==> src/rtl/datapath_sequencer.sv <==
// datapath_sequencer: instruction sequencer driving regfile/A/B/C/bus-mux/ALU controls with ABus write-back.
// Optional SEQ_R0_ZERO_EN makes register 0 read-only zero by suppressing its write-back.
module datapath_sequencer #(
  parameter int DATA_W   = 8,
  parameter int ADDR_W   = 5,
  parameter int RD_WAIT  = 1,
  parameter int EXEC_CYC = 1
) (
  input  logic                  clk,
  input  logic                  rst,
  input  logic [3+3*ADDR_W-1:0] instr_i,
  input  logic                  instr_valid_i,
  output logic                  instr_ready_o,
  input  logic                  abort_i,
  input  logic [DATA_W-1:0]     abus_i,
  output logic [ADDR_W-1:0]     ReadAddr1_o,
  output logic [ADDR_W-1:0]     ReadAddr2_o,
  output logic                  LD_A_o,
  output logic                  LD_B_o,
  output logic                  LD_C_o,
  output logic                  OEA_o,
  output logic                  OEB_o,
  output logic                  OEC_o,
  output logic [1:0]            SelMux_o,
  output logic [2:0]            opcode_o,
  output logic                  enableALU_o,
  output logic                  WriteEnable_o,
  output logic [ADDR_W-1:0]     WriteAddr_o,
  output logic [DATA_W-1:0]     WriteData_o,
  output logic                  busy_o,
  output logic                  done_o,
  output logic [7:0]            instr_cnt_o
);
  typedef enum logic [2:0] {IDLE, RD, LDAB, EXEC, WB, WR} state_t;
  state_t state, next;
  logic [3:0] cnt;
  logic [2:0] op;
  logic [ADDR_W-1:0] dst, src1, src2;
  logic [DATA_W-1:0] wdata;
  logic [7:0] icnt;
  logic kill, wb_ok;
  assign kill  = abort_i && (state == RD || state == LDAB || state == EXEC || state == WB);
  assign wb_ok = state == WB && !abort_i;
  always_ff @(posedge clk or negedge rst)
    if (!rst) begin
      state <= IDLE;
      cnt   <= '0;
      {op, dst, src1, src2} <= '0;
      wdata <= '0;
      icnt  <= '0;
    end else begin
      state <= next;
      if (state == IDLE && instr_valid_i) begin
        {op, dst, src1, src2} <= instr_i;
        cnt <= 4'(RD_WAIT - 1);
      end else if (state == LDAB)
        cnt <= 4'(EXEC_CYC - 1);
      else if ((state == RD || state == EXEC) && cnt != 0)
        cnt <= cnt - 4'd1;
      // counter steps on entering WR so the new value is visible with done_o
      if (wb_ok) begin
        wdata <= abus_i;
        icnt  <= icnt + 8'd1;
      end
    end
  always_comb begin
    next = state;
    case (state)
      IDLE:    next = instr_valid_i ? RD : IDLE;
      RD:      next = cnt == 0 ? LDAB : RD;
      LDAB:    next = EXEC;
      EXEC:    next = cnt == 0 ? WB : EXEC;
      WB:      next = WR;
      WR:      next = IDLE;
      default: next = IDLE;
    endcase
    if (kill) next = IDLE;
  end
  always_comb begin
    instr_ready_o = state == IDLE;
    busy_o        = state != IDLE;
    ReadAddr1_o   = state != IDLE ? src1 : '0;
    ReadAddr2_o   = state != IDLE ? src2 : '0;
    LD_A_o        = state == LDAB;
    LD_B_o        = state == LDAB;
    OEA_o         = state == EXEC;
    OEB_o         = state == EXEC;
    enableALU_o   = state == EXEC;
    opcode_o      = state == EXEC ? op : 3'b000;
    LD_C_o        = state == EXEC && cnt == 0;
    OEC_o         = state == WB;
    SelMux_o      = state == EXEC ? 2'b11 : state == WB ? 2'b10 : 2'b00;
`ifdef SEQ_R0_ZERO_EN
    WriteEnable_o = state == WR && dst != '0;
`else
    WriteEnable_o = state == WR;
`endif
    WriteAddr_o   = state == WR ? dst : '0;
    WriteData_o   = state == WR ? wdata : '0;
    done_o        = state == WR;
  end
  assign instr_cnt_o = icnt;
endmodule

==> config.mk <==
export PLATFORM = sky130hd
export DESIGN_NAME = datapath_sequencer
export DESIGN_NICKNAME = d
export VERILOG_FILES = /design/src/rtl/datapath_sequencer.sv
export SDC_FILE = /design/constraint.sdc
export NUM_CORES = 1
export LEC_CHECK = 0
export CORE_AREA = 2 2 72 74
export DETAILED_ROUTE_END_ITERATION = 8
export DIE_AREA = 0 0 74 76
export GPL_TIMING_DRIVEN = 1
export PLACE_DENSITY_LB_ADDON = 0.15
export SYNTH_ARGS = -nofsm -noshare
export SYNTH_HDL_FRONTEND = slang
export SYNTH_SLANG_ARGS = --single-unit
==> constraint.sdc <==
create_clock -name clk -period 1.8 [get_ports clk]
set_input_delay 0.36 -clock clk [delete_from_list [all_inputs] [get_ports clk]]
set_output_delay 0.36 -clock clk [all_outputs]
set_load 0.1 [all_outputs]
==> flow_metrics.py <==
metrics = {
    "outcome": {
        "status": "finished, violations left",
        "failed_checks": "negative setup slack",
    },
    "placed_design": {
        "dp.final_hpwl_um": 3654,
        "preCtsSetupSlack_ps": 13.13,
        "port-buffer-count": 76,
        "routabilityCongestion": 0.7647,
        "dp_cells": 315,
    },
    "logic_synthesis": {
        "synth_area_leader_cell": "dfrtp_1",
        "synth_seq_cells": 41,
        "ys.flop_type": "dfrtp_1",
        "yosys.area.top_type_share_pct": 50.34,
        "syn-instance-count": 168,
        "async_flop_share_pct": 100.0,
        "synth_edf_count": 0,
        "synth_most_common_cell": "dfrtp_1",
        "synthTopCellsByArea": "dfrtp_1 50%, mux2_2 15%, and2_1 5.5%",
        "syn-num-nets": 201,
        "yosysSeqAreaShare_pct": 50.34,
        "ys_warn_count": 0,
        "synth_commonest_cells": "41 x dfrtp_1, 28 x mux2_2, 18 x and2_1, 11 x nor2b_1, 7 x xnor2_1",
        "synth.distinct_cells": 34,
        "syn_avg_cell_area_um2": 12.13,
        "synthesis.area_um2": 2038,
    },
    "power_and_ir_drop": {
        "peakVddDrop_v": 0.001416,
        "p_per_area_nw_per_um2": 1863,
        "leakagePower_nw": 1.662,
    },
    "clock_tree": {
        "clock_sinks": 41,
        "htreeDepth": 2,
        "clk_latency_ps": 290,
        "cts-buffers-inserted": 5,
        "clk_root_buffer_cell": "clkbuf_8",
        "clk_path_buf_depth": 2,
        "cts_tree": "done",
        "clkTransAtPathRegs_ps": 70,
    },
    "die": {
        "pin_count": 77,
        "core_area_um2": 4912,
        "initial_core_util_pct": 41.49,
        "rows": 26,
        "die-area_um2": 5624,
        "die_w_um": 74,
        "dieHeight_um": 76,
    },
    "global_route": {
        "grt_max_degree": 25,
        "antenna_found_initial": 0,
        "gr-usage-all-layers_pct": 19.41,
        "grt_pass1_wl_um": 8280,
        "overflow": 0,
        "grt_pass1_vias": 1744,
    },
    "finish": {
        "final_layout_size_suffix_gt1_share_pct": 56.87,
        "fin_nets": 295,
        "layout.area.seq_um2": 1028,
        "nFillCells": 299,
        "antenna_cells": 0,
        "final_core_util_pct": 76.21,
        "final_cells": 332,
        "syn2layout_area_growth_pct": 83.67,
        "multi_input_area_um2": 1056,
    },
    "sta": {
        "setup_viol": 18,
        "fmax_ghz": 0.5346,
        "tns_ps": -722.5,
        "final.setup.worst_slack_ps": -70.45,
        "hold_violations": 0,
        "clock_skew_ps": 5.351,
        "fin_crit_ps": 1870,
        "grt_setup_unrepaired": "true",
        "fin_hold_ws_ps": 38.87,
        "slew_headroom_pct": 63.99,
        "worst_slew_pin_slew_ps": 540.2,
        "drv_slew": 0,
        "min_period_over_period_pct": 103.9,
    },
    "setup_path": {
        "path_cells": "buf_4, and3b_2, and2_4, buf_12",
        "crit_path_end_kind": "primary output",
        "critPathLaunchType": "flip-flop",
        "crit_fanout": 6,
        "cpMaxStageDelayCell": "dfrtp_1",
        "required_ps": 1440,
        "critPathKind": "reg2out",
        "crit_arrival_ps": 1510,
        "slowest_delay_ps": 420,
        "r2r_cells": 4,
    },
    "drt": {
        "drt_pass1_iterations": 4,
        "routedWlPerCell_um": 14.89,
        "drc": 0,
        "drt_iter0_markers": 77,
        "final_antenna_net_count": 0,
        "viasPerCell": 4.840,
        "wirelength_um": 4944,
        "vias": 1607,
    },
    "flow_run": {
        "drv_cap": 0,
    },
    "hold_path": {
        "min_path_type": "in2async",
    },
}
per-layer routing:
metal / wire, µm / vias to the layer above / GRT usage, %
met2: 2535 / 46 / 30.27
met3: 226 / 9 / 5.688
met5: 0 / - / 0
met1: 2076 / 792 / 25.09
li1: - / 760 / -
met4: 106 / 0 / 7.636
timing repair:
item / 4_1_cts / 5_1_grt
setup endpoints to repair: 32 / 38
setup buffers: 8 / 2
hold buffers: 0 / 0
gates cloned: 0 / 0
endpoints found under the hold margin: 0 / 0
resized for setup: 15 / 3
pin swaps: 5 / 3
through the flow:
step                instance area (µm²)  power, mW
detailed placement                 3530      6.266
global placement                   3530      6.203
CTS                                3717      6.966
finish                             3744      6.973
global route                       3744      7.259
floorplan                          2247      4.825
path summary, 6_finish.rpt:
kind / startpoint / endpoint / slack, ps
max in group asynchronous: rst / state[0] / 1160
min in group clk: src1[4] / src1[4] / 500
max reg2reg: state[1] / wdata[7] / 230
min: rst / cnt[3] / 40
max: state[2] / LD_C_o / -70
min reg2reg: src1[4] / src1[4] / 500
cell usage in the layout, fill, tap and decap left out, types with 3 or more instances in the layout:
master / n
and2_4: 17
and3_1: 3
buf_12: 50
buf_4: 17
buf_6: 5
clkbuf_8: 6
clkdlybuf4s50_1: 28
dfrtp_1: 39
mux2_2: 28
nand2_1: 5
nand4_1: 4
nor2b_4: 8
nor3_1: 4
nor3b_4: 3
xnor2_1: 7
area by class of cell:
| class | count | area share, % |
|---|---|---|
| Tap cell | 70 | 2.340 |
| Clock buffer | 7 | 2.306 |
| Timing Repair Buffer | 101 | 39.27 |
| Inverter | 3 | 0.4011 |
| Multi-Input combinational cell | 110 | 28.21 |
| Sequential cell | 41 | 27.47 |
flip-flops by register name (all words and copies together) (netlist names):
name         cells
instr_cnt_o      8
src1             5
op               3
dst              5
src2             5
wdata            8
cnt              4
state            3
power breakdown:
| part | switching, mW | total (mW) | internal (mW) |
|---|---|---|---|
| clock | 0.297 | 0.601 | 0.304 |
| sequential | 0.238 | 1.50 | 1.27 |
| combinational | 2.87 | 4.87 | 2.00 |
critical path, delay by kind of cell, from the launching register on:
family / cells / cell delay (ps)
buffers and inverters: 2 / 320
and+or+nand+nor: 2 / 480
DFF: 1 / 420
kinds of logic after synthesis:
| group | synth area share [%] |
|---|---|
| simple gates | 19.95 |
| mux | 15.47 |
| compound gates | 3.131 |
| fa+ha+maj | 1.842 |
| xor+xnor | 3.438 |
| flops | 50.34 |
| buf+inv | 5.832 |
No activity file was read; power rests on OpenSTA's default activity.
